**src/rtl/alu_pkg.sv**
```systemverilog
// Shared definitions for the alu command front-end: opcodes, FSM state encodings
// and the default operand width.
package alu_pkg;

    localparam int DEFAULT_DATA_W = 8;

    localparam logic [2:0] OP_ADD = 3'd0;
    localparam logic [2:0] OP_SUB = 3'd1;
    localparam logic [2:0] OP_AND = 3'd2;
    localparam logic [2:0] OP_OR  = 3'd3;
    localparam logic [2:0] OP_XOR = 3'd4;
    localparam logic [2:0] OP_NOT = 3'd5;
    localparam logic [2:0] OP_SRL = 3'd6;
    localparam logic [2:0] OP_SLL = 3'd7;

    typedef enum logic [1:0] {
        ST_IDLE = 2'd0,
        ST_EXEC = 2'd1,
        ST_RESP = 2'd2
    } state_e;

endpackage

```
**src/rtl/alu_cmd_fifo.sv**
```systemverilog
// Synchronous command FIFO; pointers carry an extra wrap bit so full and empty
// stay distinguishable when the index bits match.
module alu_cmd_fifo #(
    parameter int DEPTH = 4,
    parameter int WIDTH = 19
) (
    input  logic             clk,
    input  logic             rst_n,
    input  logic             push,
    input  logic             pop,
    input  logic [WIDTH-1:0] wdata,
    output logic [WIDTH-1:0] rdata,
    output logic             full,
    output logic             empty
);

    localparam int AW = $clog2(DEPTH);
    localparam logic [AW:0] PTR_ONE = {{AW{1'b0}}, 1'b1};

    logic [AW:0]      wr_ptr_r;
    logic [AW:0]      rd_ptr_r;
    logic [WIDTH-1:0] mem_r [DEPTH];
    logic             push_s;
    logic             pop_s;

    assign full   = (wr_ptr_r[AW] != rd_ptr_r[AW]) && (wr_ptr_r[AW-1:0] == rd_ptr_r[AW-1:0]);
    assign empty  = (wr_ptr_r == rd_ptr_r);
    // A full FIFO refuses a push even when the same cycle pops.
    assign push_s = push && !full;
    assign pop_s  = pop && !empty;
    assign rdata  = mem_r[rd_ptr_r[AW-1:0]];

    // Pointer registers.
    always_ff @(posedge clk or negedge rst_n) begin
        if (!rst_n) begin
            wr_ptr_r <= {(AW + 1){1'b0}};
            rd_ptr_r <= {(AW + 1){1'b0}};
        end else begin
            if (push_s) begin
                wr_ptr_r <= wr_ptr_r + PTR_ONE;
            end
            if (pop_s) begin
                rd_ptr_r <= rd_ptr_r + PTR_ONE;
            end
        end
    end

    // Entry storage; contents are meaningless once the pointers reset.
    always_ff @(posedge clk) begin
        if (push_s) begin
            mem_r[wr_ptr_r[AW-1:0]] <= wdata;
        end
    end

endmodule

```
**src/rtl/alu_cmd_ctrl.sv**
```systemverilog
// Sequencing front-end for the combinational alu: buffers commands, drives registered
// operands, captures result/carry/zero. Define ALU_CTRL_ACC_EN for the accumulator operand.
module alu_cmd_ctrl
    import alu_pkg::*;
#(
    parameter int FIFO_DEPTH = 4,
    parameter int DATA_W     = DEFAULT_DATA_W
) (
    input  logic              i_clk,
    input  logic              i_rstn,
    input  logic              i_cmd_valid,
    output logic              o_cmd_ready,
    input  logic [DATA_W-1:0] i_cmd_a,
    input  logic [DATA_W-1:0] i_cmd_b,
    input  logic [2:0]        i_cmd_op,
    input  logic              i_cmd_acc,
    output logic [DATA_W-1:0] o_alu_a,
    output logic [DATA_W-1:0] o_alu_b,
    output logic [2:0]        o_alu_op,
    input  logic [DATA_W-1:0] i_alu_res,
    input  logic              i_alu_carry,
    output logic              o_rsp_valid,
    input  logic              i_rsp_ready,
    output logic [DATA_W-1:0] o_rsp_res,
    output logic              o_rsp_carry,
    output logic              o_rsp_zero
);

`ifdef ALU_CTRL_ACC_EN
    localparam int ENTRY_W = 2 * DATA_W + 4;
`else
    localparam int ENTRY_W = 2 * DATA_W + 3;
`endif

    state_e              state_r;
    state_e              state_next_s;
    logic                pop_s;
    logic                fifo_full_s;
    logic                fifo_empty_s;
    logic [ENTRY_W-1:0]  fifo_wdata_s;
    logic [ENTRY_W-1:0]  fifo_rdata_s;
    logic [DATA_W-1:0]   head_a_s;
    logic [DATA_W-1:0]   head_b_s;
    logic [2:0]          head_op_s;
    logic [DATA_W-1:0]   load_a_s;
    logic [DATA_W-1:0]   alu_a_r;
    logic [DATA_W-1:0]   alu_b_r;
    logic [2:0]          alu_op_r;
    logic                rsp_valid_r;
    logic [DATA_W-1:0]   rsp_res_r;
    logic                rsp_carry_r;
    logic                rsp_zero_r;

    assign head_a_s  = fifo_rdata_s[DATA_W-1:0];
    assign head_b_s  = fifo_rdata_s[2*DATA_W-1:DATA_W];
    assign head_op_s = fifo_rdata_s[2*DATA_W+2:2*DATA_W];

`ifdef ALU_CTRL_ACC_EN
    logic [DATA_W-1:0] acc_r;

    assign fifo_wdata_s = {i_cmd_acc, i_cmd_op, i_cmd_b, i_cmd_a};
    assign load_a_s     = fifo_rdata_s[ENTRY_W-1] ? acc_r : head_a_s;

    // Accumulator follows every captured result.
    always_ff @(posedge i_clk or negedge i_rstn) begin
        if (!i_rstn) begin
            acc_r <= {DATA_W{1'b0}};
        end else if (state_r == ST_EXEC) begin
            acc_r <= i_alu_res;
        end
    end
`else
    logic acc_unused_s;

    assign acc_unused_s = i_cmd_acc;
    assign fifo_wdata_s = {i_cmd_op, i_cmd_b, i_cmd_a};
    assign load_a_s     = head_a_s;
`endif

    alu_cmd_fifo #(
        .DEPTH (FIFO_DEPTH),
        .WIDTH (ENTRY_W)
    ) u_fifo (
        .clk   (i_clk),
        .rst_n (i_rstn),
        .push  (i_cmd_valid),
        .pop   (pop_s),
        .wdata (fifo_wdata_s),
        .rdata (fifo_rdata_s),
        .full  (fifo_full_s),
        .empty (fifo_empty_s)
    );

    // Next-state and pop decode.
    always_comb begin
        state_next_s = state_r;
        pop_s        = 1'b0;
        case (state_r)
            ST_IDLE: begin
                if (!fifo_empty_s) begin
                    pop_s        = 1'b1;
                    state_next_s = ST_EXEC;
                end else begin
                    state_next_s = ST_IDLE;
                end
            end
            ST_EXEC: begin
                state_next_s = ST_RESP;
            end
            ST_RESP: begin
                if (i_rsp_ready && !fifo_empty_s) begin
                    pop_s        = 1'b1;
                    state_next_s = ST_EXEC;
                end else if (i_rsp_ready) begin
                    state_next_s = ST_IDLE;
                end else begin
                    state_next_s = ST_RESP;
                end
            end
            default: begin
                state_next_s = ST_IDLE;
            end
        endcase
    end

    // State register.
    always_ff @(posedge i_clk or negedge i_rstn) begin
        if (!i_rstn) begin
            state_r <= ST_IDLE;
        end else begin
            state_r <= state_next_s;
        end
    end

    // Operand registers reload only on a pop, so they hold through RESP.
    always_ff @(posedge i_clk or negedge i_rstn) begin
        if (!i_rstn) begin
            alu_a_r  <= {DATA_W{1'b0}};
            alu_b_r  <= {DATA_W{1'b0}};
            alu_op_r <= 3'd0;
        end else if (pop_s) begin
            alu_a_r  <= load_a_s;
            alu_b_r  <= head_b_s;
            alu_op_r <= head_op_s;
        end
    end

    // Response capture at the end of EXEC; valid drops on the accepting edge.
    always_ff @(posedge i_clk or negedge i_rstn) begin
        if (!i_rstn) begin
            rsp_valid_r <= 1'b0;
            rsp_res_r   <= {DATA_W{1'b0}};
            rsp_carry_r <= 1'b0;
            rsp_zero_r  <= 1'b0;
        end else if (state_r == ST_EXEC) begin
            rsp_valid_r <= 1'b1;
            rsp_res_r   <= i_alu_res;
            rsp_carry_r <= i_alu_carry;
            rsp_zero_r  <= (i_alu_res == {DATA_W{1'b0}});
        end else if ((state_r == ST_RESP) && i_rsp_ready) begin
            rsp_valid_r <= 1'b0;
        end
    end

    assign o_cmd_ready = !fifo_full_s;
    assign o_alu_a     = alu_a_r;
    assign o_alu_b     = alu_b_r;
    assign o_alu_op    = alu_op_r;
    assign o_rsp_valid = rsp_valid_r;
    assign o_rsp_res   = rsp_res_r;
    assign o_rsp_carry = rsp_carry_r;
    assign o_rsp_zero  = rsp_zero_r;

endmodule

```
**config.mk**
```make
export PLATFORM = sky130hd
export DESIGN_NAME = alu_cmd_ctrl
export DESIGN_NICKNAME = d
export VERILOG_FILES = /design/src/rtl/alu_pkg.sv /design/src/rtl/alu_cmd_fifo.sv /design/src/rtl/alu_cmd_ctrl.sv
export SDC_FILE = /design/constraint.sdc
export NUM_CORES = 1
export LEC_CHECK = 0
export CAP_MARGIN = 0
export CORE_MARGIN = 2
export CORE_UTILIZATION = 45
export DETAILED_ROUTE_END_ITERATION = 16
export PLACE_DENSITY = 0.68
export SYNTH_ARGS = -nofsm -noshare
export SYNTH_HDL_FRONTEND = slang
export SYNTH_SLANG_ARGS = --single-unit
```
**constraint.sdc**
```tcl
create_clock -name i_clk -period 4.15 [get_ports i_clk]
set_input_delay 0.83 -clock i_clk [delete_from_list [all_inputs] [get_ports i_clk]]
set_output_delay 0.83 -clock i_clk [all_outputs]
set_load 0.005 [all_outputs]
```
== Word-level counts from Yosys, hierarchy flattened ==
Memories as Yosys holds them, arrays and structs flattened. A register that Yosys moved wholly into a read port is not among the register bits.
Cells that the tools add are included.

* Register bits: 19
* Latch bits: 0
* Bits in writable memories: 76
* Bits in read-only memories: 0
* Input bits: 33
* Output and inout port bits: 31
* Logic and storage cells: 37
* Memories: 1

{| class="wikitable"
|+ Memories
! memory !! depth !! bits a word !! read ports !! clocked after Yosys merged registers in !! write ports !! line !! source
|-
| u_fifo.mem_r || 4 || 19 || 1 || 1 || 1 || alu_cmd_fifo.sv:22 || <nowiki>logic [WIDTH-1:0] mem_r [DEPTH];</nowiki>
|}

* Add/subtract/negate cells: 2
* $mul: 0
* Divide/modulo/power cells: 0
* Order comparisons: 0
* Equality and inequality tests: 5
* Shifts and indexed selects: 0
* Mux-type cells: 11
* Bitwise gates (word level): 0
* Reduce and logical (&&, ||, !) cells: 11

{| class="wikitable"
|+ Operators with widths
! kind !! count
|-
| zero test 8 bit || 1
|-
| two-way mux 1 bit || 7
|-
| adder 3 x 1 -> 3 bit (second input constant) || 2
|-
| case mux 2 bit (3 select lines) || 1
|-
| logical AND 1 bit || 5
|-
| two-way mux 2 bit || 2
|-
| equality test 3 bit || 1
|-
| zero test 1 bit || 3
|-
| equality test 2 x 1 -> 1 bit (second input constant) || 1
|-
| equality test 2 bit || 1
|-
| equality test 2 bit (second input constant) || 1
|-
| zero test 2 bit || 1
|-
| case mux 1 bit (2 select lines) || 1
|-
| nonzero test 2 bit || 1
|-
| != test 1 bit || 1
|}

== Longest topological paths before layout ==
* Word-level depth: 6
* Gate-level depth with buffers: 5
* Mapped depth without buffers: 4

== Cells and area by module ==
Synthesis repeated with hierarchy kept, for this count alone.

* Cell total of the unflattened synthesis: 227
* Area, all modules: 4605.7 µm²

{| class="wikitable"
|+ Modules (own cells, without submodules)
! module !! times used !! cells an instance !! area an instance (µm²)
|-
| alu_cmd_fifo || 1 || 149 || 3258.1
|-
| alu_cmd_ctrl || 1 || 78 || 1347.5
|}

== Worst setup path before layout ==
Ideal clock, no wire load.

* Path kind: in2reg
* Start point: in i_rsp_ready
* End point: reg alu_a_r[0], in the netlist o_alu_a[0] (read register of u_fifo.mem_r)
* Data arrival time: 1759 ps
* Data required time: 4025 ps
* Slack: 2266 ps
* Stages: 4
* Cells stage by stage: nor2b_1 -> a311oi_4 -> buf_6 -> mux2_2

* Longest elaborated chain between the ends: 3

{| class="wikitable"
|+ Ends and longest elaborated chain
! item !! line !! source
|-
| start, declared || alu_cmd_ctrl.sv:23 || <nowiki>input logic i_rsp_ready,</nowiki>
|-
| logical AND 1 bit || alu_cmd_ctrl.sv:111 || <nowiki>if (i_rsp_ready && !fifo_empty_s) begin</nowiki>
|-
| two-way mux 1 bit || alu_cmd_ctrl.sv:111 ||
|-
| case mux 1 bit (2 select lines) || alu_cmd_ctrl.sv:98 || <nowiki>case (state_r)</nowiki>
|-
| end, declared || alu_cmd_ctrl.sv:46 || <nowiki>logic [DATA_W-1:0] alu_a_r;</nowiki>
|}

Every way passes these cells.
A chain may end at the register's enable or synchronous reset.

== Worst setup path in the final report ==
* Start point: reg u_fifo.wr_ptr_r[0]
* End point: out o_cmd_ready

* Longest elaborated chain between the ends: 3

{| class="wikitable"
|+ Ends and longest elaborated chain
! item !! line !! source
|-
| start, declared || alu_cmd_fifo.sv:20 || <nowiki>logic [AW:0] wr_ptr_r;</nowiki>
|-
| start signal, assigned || alu_cmd_fifo.sv:36 || <nowiki>wr_ptr_r <= {(AW + 1){1'b0}};</nowiki>
|-
| start signal, assigned || alu_cmd_fifo.sv:40 || <nowiki>wr_ptr_r <= wr_ptr_r + PTR_ONE;</nowiki>
|-
| equality test 2 bit || alu_cmd_fifo.sv:26 || <nowiki>assign full = (wr_ptr_r[AW] != rd_ptr_r[AW]) && (wr_ptr_r[AW-1:0] == rd_ptr_r[AW-1:0]);</nowiki>
|-
| logical AND 1 bit || alu_cmd_fifo.sv:26 ||
|-
| zero test 1 bit || alu_cmd_ctrl.sv:165 || <nowiki>assign o_cmd_ready = !fifo_full_s;</nowiki>
|-
| end, declared || alu_cmd_ctrl.sv:12 || <nowiki>output logic o_cmd_ready,</nowiki>
|}

Every way passes these cells.

==> metrics.log <==
[metrics] drc violations: 0
[metrics] final HPWL from detailed placement: 4290 microns
[metrics] clock slew at the register clock pins of the worst setup and hold paths: 50 ps
[metrics] maximum number of buffers from clock root to sink: 2
[metrics] total length of routed met2 wires: 3850 microns
[metrics] ratio of final minimum period to clock period: 68.0%
[metrics] post-CTS setup-driven buffer insertion count: 0
[metrics] Initial DRT Pass Iterations: 4
[metrics] count of placed standard cells in the final layout, fillers left out: 425
[metrics] Row Count: 35
[metrics] global-route wire length before repair: 12200 microns
[metrics] H-tree levels: 4
[metrics] Synth Cell Area: 4310 sq um
[metrics] Area growth syn-to-layout: 31.8%
[metrics] via count of the first global-routing pass: 2267
[metrics] Mapped Avg Cell Area: 21.0 sq um
[metrics] portion of the post-synthesis area used by sequential elements: 75.1%
[metrics] Setup WS pre-CTS: 1260 ps
[metrics] clock tree sinks: 114
[metrics] pin count of the biggest net entering global routing: 39
[metrics] highest fanout seen on the critical path: 6
[metrics] endpoint class of the critical path: output port
[metrics] area fraction of the dominant cell type after synthesis: 53.0%
[metrics] data arrival at the endpoint of the critical path: 1990 ps
[metrics] via count: 2151
[metrics] Relative slew margins: 26.6%
[metrics] Final #Nets: 321
[metrics] Total Routed Length: 7730 microns
[metrics] Synthesized Nets: 243
[metrics] fraction of final layout cells sized beyond drive strength 1: 28.4%
[metrics] result of the run: complete, no violations
[metrics] cell type contributing the most total cell area after synthesis: edfxtp_1
[metrics] max-capacitance violation count: 0
[metrics] count of input and output buffers: 62
[metrics] die boundary height: 102 microns
[metrics] crit path setup slack, layout: 1330 ps
[metrics] global placer's final weighted congestion: 0.658
[metrics] antenna violations before repair: 0
[metrics] measured slew at the worst slew-check pin: 1100 ps
[metrics] Power per Cell Area: 823 nW/um^2
[metrics] number of instances in the synthesized netlist: 205
[metrics] # resized after CTS: 0
[metrics] critical setup path kind: flop to output port
[metrics] routed length on met3: 426 microns
[metrics] synth top area cells: edfxtp_1 53%, dfrtp_1 22%, mux4_2 9.9%
[metrics] maximum VDD drop: 0.430 mV
[metrics] Tot GR Track Use: 16.6%
[metrics] I/O pin count: 64
[metrics] minimum clock period after layout: 2820 ps
[metrics] library cell used as clock root buffer: clkbuf_8
[metrics] vias per inst: 5.06
[metrics] horizontal die dimension: 102 microns
[metrics] core region area: 9280 sq um
[metrics] area of the die: 10400 sq um
[metrics] global-route congestion overflow total: 0
[metrics] clock tree from TritonCTS: yes
[metrics] count of warnings emitted by yosys: 0
[metrics] LEAKAGE: 2.07 nW
[metrics] max-slew violation total from the final report: 0
[metrics] hold-fix buffer count after cts: 0
[metrics] antenna fix cells: 0
[metrics] post-route met1 wirelength: 3370 microns
[metrics] DRT antenna net count: 0
[metrics] skew final: 9.32 ps
[metrics] post-synthesis cell type count: 20
[metrics] #FFs+latches synth: 114
[metrics] unrepaired setup endpoints after global routing: no
[metrics] Hold Path Class: primary input to asynchronous set/reset pin
[metrics] clock latency of the later-clocked register in the worst-skew pair: 510 ps
[metrics] worst path required time: 3320 ps
[metrics] Fmax: 0.354 GHz
[metrics] Routed WL per cell: 18.2 microns
[metrics] Final Hold Violating Endpoints: 0
[metrics] DP Cell Count: 393
[metrics] Total Neg Setup Slack: 0 ps
[metrics] TritonCTS Buffers: 17
[metrics] startpoint types: flop
[metrics] final setup vio count: 0
[metrics] total of fill cells in the finished design: 700
[metrics] total power consumption of the routed design: 0.00467 W
[metrics] number of DRC violations after detailed-routing iteration 0: 85
[metrics] initial core utilization: 46.4%
[metrics] highest metal used: met4
## Yosys cell counts, drive strengths merged
| master | n |
|---|---|
| ha | 5 |
| nand2b | 2 |
| a311oi | 1 |
| xor2 | 2 |
| and3 | 4 |
| nand3b | 1 |
| xnor2 | 5 |
| mux4 | 19 |
| a21oi | 2 |
| edfxtp | 76 |
| o21ai | 2 |
| nand2 | 5 |
| inv | 3 |
| clkbuf | 3 |
| dfrtp | 38 |
| buf | 4 |
| mux2 | 30 |
| nor4 | 2 |
| nor2b | 1 |
## cells in the final DEF, fill, tap and decap left out, drive strengths merged
| cell | netlist | final |
|---|---|---|
| clkinv | 0 | 5 |
| clkbuf | 3 | 21 |
| edfxtp | 76 | 76 |
| clkdlybuf4s50 | 0 | 61 |
| mux2 | 30 | 30 |
| nand2b | 2 | 2 |
| dfrtp | 38 | 38 |
| xor2 | 2 | 2 |
| nand2 | 5 | 5 |
| buf | 4 | 5 |
| nand3b | 1 | 1 |
| and3 | 4 | 4 |
| clkinvlp | 0 | 2 |
| bufinv | 0 | 4 |
| a21oi | 2 | 2 |
| o21ai | 2 | 2 |
| ha | 5 | 5 |
| inv | 3 | 3 |
| nor2b | 1 | 1 |
| mux4 | 19 | 19 |
| nor4 | 2 | 2 |
| a311oi | 1 | 1 |
| xnor2 | 5 | 5 |
## kinds of logic (layout without fill, tap and decap cells)
logic type,after synthesis,in the layout,synth area share [%]
fa+ha+maj,5,5,1.45
mux,49,49,17.8
buf+inv,10,101,1.28
simple gates,15,15,1.92
flops,114,114,75.1
compound gates,5,5,1.08
xor+xnor,7,7,1.42
## flip-flops by register name, summed over array words and instances, names as in the netlist
| register | cells |
|---|---|
| u_fifo.rd_ptr_r | 3 |
| u_fifo.mem_r | 76 |
| o_rsp_zero | 1 |
| o_alu_a | 8 |
| o_alu_op | 3 |
| o_rsp_carry | 1 |
| u_fifo.wr_ptr_r | 3 |
| o_alu_b | 8 |
| o_rsp_res | 8 |
| state_r | 2 |
| o_rsp_valid | 1 |
## worst max-delay path, stage by stage, from the launching register on
cell and delay [ps]:
dfrtp_1 440, xnor2_1 320, nand3b_1 220, clkdlybuf4s50_1 500
## power breakdown
part	leakage, nW	switching (W)	total [W]	internal (W)
Clock	0.295	0.000480	0.00148	0.000999
Sequential	1.14	0.000158	0.00177	0.00161
Combinational	0.627	0.000593	0.00143	0.000832
## final timing paths
kind	startpoint	to	slack, ps	cells past startpoint
worst max-delay path	u_fifo.wr_ptr_r[0]	o_cmd_ready	1330	3
worst max register to register	u_fifo.wr_ptr_r[2]	u_fifo.mem_r[0][5]	1880	3
worst min-delay path	i_rstn	o_alu_a[6]	460	1
max in group asynchronous	i_rstn	o_alu_a[1]	3110	1
worst min register to register	o_rsp_zero	o_rsp_zero	490	2
min in group i_clk	o_rsp_zero	o_rsp_zero	490	2
## layer usage
layer | vias up | global-route usage, %
met4 | 0 | 7.08
met2 | 68 | 26.6
met1 | 1106 | 21.1
met3 | 10 | 5.54
met5 | - | 0
li1 | 967 | -
## area by class of cell
type	count	area [sq um]	share of cell area, %
repair buffers	66	646	11.4
clock inverters	11	159	2.80
clock buffers	21	449	7.91
inverters	3	11.3	0.198
well taps	129	161	2.84
multi-input cells	81	1020	17.9
flip-flops and latches	114	3230	56.9
## through the flow
step / cell area, sq um / hold slack (ps) / utilization, %
floorplan: 4310 / 462 / -
global placement: 5070 / 467 / 54.6
detailed placement: 5070 / 473 / 54.6
CTS: 5680 / 470 / 61.2
global route: 5680 / 505 / 61.2
finish: 5680 / 461 / 61.2
Power figures use the tool's default switching activity.
==> edit 1: new RTL, same flow settings <==
The option `ALU_CTRL_ACC_EN` is turned on by a define.
--- a/src/rtl/alu_cmd_ctrl.sv
+++ b/src/rtl/alu_cmd_ctrl.sv
@@ -2,2 +2,4 @@
 // operands, captures result/carry/zero. Define ALU_CTRL_ACC_EN for the accumulator operand.
+`define ALU_CTRL_ACC_EN
+
 module alu_cmd_ctrl
Function: changed (Yosys sat finds a counterexample within 4 cycles, from zero or initial values and one cycle with i_rstn low).
==> edit 1 against the unedited design <==
Total power rose by 4.8%. Worst setup slack got worse by 0.11 ns. Area after synthesis rose by 4.6%. Sequential cell count rose by 4. Design area rose by 4.8%. Die area rose by 4.5%. Wire length rose by 6.1%. Core utilization barely moved.
==> edit 1: results <==
group,metric,value,unit
outcome,status,"complete, no violations",
logic_synthesis,synth_edf_count,80,
logic_synthesis,ys_seq_area_share,74.4,%
global_routing,first_global_vias,2569,
finish,fin_cells,458,
power_and_ir_drop,p_seq_share,37.2,%
detailed_routing,drtIter0Drc,131,
finish,fill_cells,757,
logic_synthesis,synthCells,231,
sta,setup_slack,1.21,ns
power_and_ir_drop,p_seq,1.82,mW
critical_path,worstPathMaxFanout,23,
placed_design,port_buffers,63,
logic_synthesis,synth_fp_nets,269,
global_routing,grt_use_total,17.0,%
global_routing,grt_pass1_wl,13700,um
detailed_routing,routed-wl-met2,4230,um
global_routing,met3_usage,6.14,%
detailed_routing,drt-pass1-iter-count,5,
global_routing,grtUsageMet2,27.8,%
power_and_ir_drop,power.leakage,2.17,nW
critical_path,r2r_end,"u_fifo.mem_r[1][8]",
logic_synthesis,synth_area_leaders,"edfxtp_1, dfrtp_1, mux4_2",
placed_design,dp_hpwl,5090,um
placed_design,dpl.cell_count,426,
finish,nNetsFinal,350,
critical_path,crit_start,"u_fifo.rd_ptr_r[0]",
finish,regArea,3350,um^2
placed_design,place_ws,1.20,ns
sta,maxSlewHeadroom,39.4,%
critical_path,r2r_slack,1.57,ns
critical_path,cp_slowest_stage_delay,0.47,ns
power_and_ir_drop,peakVddDrop,477,uV
global_routing,gr-usage-met1,20.9,%
sta,skew,0.0105,ns
critical_path,cp_data_arrival_time,2.11,ns
finish,drive_gt1_share,23.4,%
logic_synthesis,yosys-top-cells-count,"edfxtp_1, dfrtp_1, mux4_2",
finish,largest_register_ffs,80,
edit 1: changes by cell type after synthesis, sizes merged, moves of 2 or more:
cell,unedited run,this run
nand3,0,2
nor2,0,9
edfxtp,76,80
mux2i,0,8
and2,0,4
nand2,5,3
nand2b,2,0
and3,4,0
a21oi,2,10
inv,3,6
mux2,30,21
edit 1: layout make-up:
class	count	area share, %
tap	133	2.80
clock buffer	19	7.08
sequential	118	56.3
clock inverter	13	3.43
multi-input combinational	98	18.5
timing repair buffer	71	11.5
inverter	6	0.378
edit 1: kinds of logic (layout without fill, tap and decap cells):
family | count (synthesis) | count (layout) | synth area share, %
flops | 118 | 118 | 74.4
mux | 49 | 49 | 17.0
simple gates | 21 | 21 | 2.19
compound gates | 15 | 15 | 1.97
buf+inv | 15 | 109 | 1.47
xor+xnor | 8 | 8 | 1.55
fa+ha+maj | 5 | 5 | 1.39
==> edit 2: new RTL, same flow settings <==
Without the edit above. Encoding of `state_e`: now one-hot (3 bits for 3 states).
--- a/src/rtl/alu_pkg.sv
+++ b/src/rtl/alu_pkg.sv
@@ -15,6 +15,6 @@
 
-    typedef enum logic [1:0] {
-        ST_IDLE = 2'd0,
-        ST_EXEC = 2'd1,
-        ST_RESP = 2'd2
+    typedef enum logic [2:0] {
+        ST_IDLE = 3'b001,
+        ST_EXEC = 3'b010,
+        ST_RESP = 3'b100
     } state_e;
Check against the original RTL: same outputs for any inputs over 10 cycles, from zero or initial values and one cycle with i_rstn low; not proved beyond that.
==> edit 2 against the unedited design <==
Via count is 2.0% higher. Combinational power increased by 9%. Global-route usage shrank 0.92 points. Non-clock buffer count is the same. Sequential share of layout area decreased by 1.7 points. Maximum frequency is 2.2% lower. Worst setup slack got worse by 0.065 ns. Wire length is 0.57% lower. Area after synthesis rose by 5.5%. Design area is 3.9% higher. Total power is 5.0% higher. Count of clock-buffer cells in the layout decreased by 3. Sequential cell count is 1 higher.
==> edit 2: results <==
group,metric,value,unit
critical_path,cp_data_arrival_time,2.06,ns
global_routing,grtUsageMet2,25.2,%
critical_path,worstPathMaxFanout,22,
power_and_ir_drop,p_seq,1.81,mW
outcome,status,"complete, no violations",
detailed_routing,wl_per_cell,17.4,um
global_routing,gr-usage-met1,19.0,%
critical_path,r2r_slack,1.91,ns
cts,htreeDepth,4,
finish,multi_input_area,1180,um^2
logic_synthesis,ys_ff_latch,115,
finish,clockNetworkAreaShare,10.6,%
detailed_routing,dr_wl_met3,410,um
power_and_ir_drop,peakVddDrop,404,uV
finish,inv_count,5,
logic_synthesis,synth_area_leaders,"edfxtp_1, dfrtp_1, mux4_2",
sta,maxSlewHeadroom,30.1,%
sta,hold_ws,0.449,ns
critical_path,r2r-start,"u_fifo.rd_ptr_r[1]",
logic_synthesis,async_reset_ff_share,33.9,%
global_routing,grt_pass1_wl,12600,um
logic_synthesis,synthCells,222,
finish,drive_gt1_share,26.1,%
global_routing,first_global_vias,2418,
power_and_ir_drop,p_comb_share,31.9,%
detailed_routing,routed-wl-met2,3780,um
placed_design,place_congestion,0.661,
placed_design,dpl.cell_count,411,
cts,clk_latency,0.52,ns
detailed_routing,wl_met1,3360,um
power_and_ir_drop,power_switching_share,26.4,%
finish,final-nonclk-buf-share,10.9,%
finish,comb.multi_input.count,92,
finish,nNetsFinal,335,
logic_synthesis,synth_fp_nets,260,
finish,fill_cells,733,
detailed_routing,drtIter0Drc,69,
logic_synthesis,ys_seq_area_share,71.7,%
finish,clkbuf_count,18,
critical_path,crit_start,"u_fifo.rd_ptr_r[1]",
cts,cts_buffers,17,
detailed_routing,viasPerCell,4.95,
placed_design,dp_hpwl,4460,um
detailed_routing,drt-total-wl,7690,um
finish,seq_area_share,55.2,%
sta,skew,0.0134,ns
detailed_routing,top_layer_used,"met4",
global_routing,met3_usage,5.26,%
critical_path,r2r_end,"u_fifo.mem_r[0][13]",
power_and_ir_drop,power.leakage,2.24,nW
logic_synthesis,synth.distinct_cells,31,
global_routing,grt_use_total,15.7,%
edit 2: changes by cell type after synthesis, moves of 2 or more:
cell,before,now
nor3b_1,0,2
buf_6,2,6
nand3_1,0,3
mux2_4,0,18
nand2_1,5,3
mux4_1,0,6
clkbuf_1,3,1
mux4_2,19,13
mux2_2,30,12
nor2_1,0,3
inv_1,3,5
edit 2: cells by family after synthesis:
kind of cell | after synthesis | synth area share [%]
AO/OA/AOI/OAI | 7 | 0.991
multiplexers | 50 | 19.0
XOR/XNOR | 9 | 1.73
adder cells (fa/ha/maj) | 5 | 1.38
AND/OR/NAND/NOR | 21 | 2.86
buffers and inverters | 15 | 2.28
flip-flops | 115 | 71.7
edit 2: through the flow:
step	setup slack (ns)	power (mW)	cell area [um^2]
6_report	1.26	4.91	5900
5_1_grt	1.16	5.17	5900
4_1_cts	1.23	4.99	5900
3_5_place_dp	1.39	3.42	5270
3_3_place_gp	1.41	3.39	5270
2_1_floorplan	2.37	2.89	4550
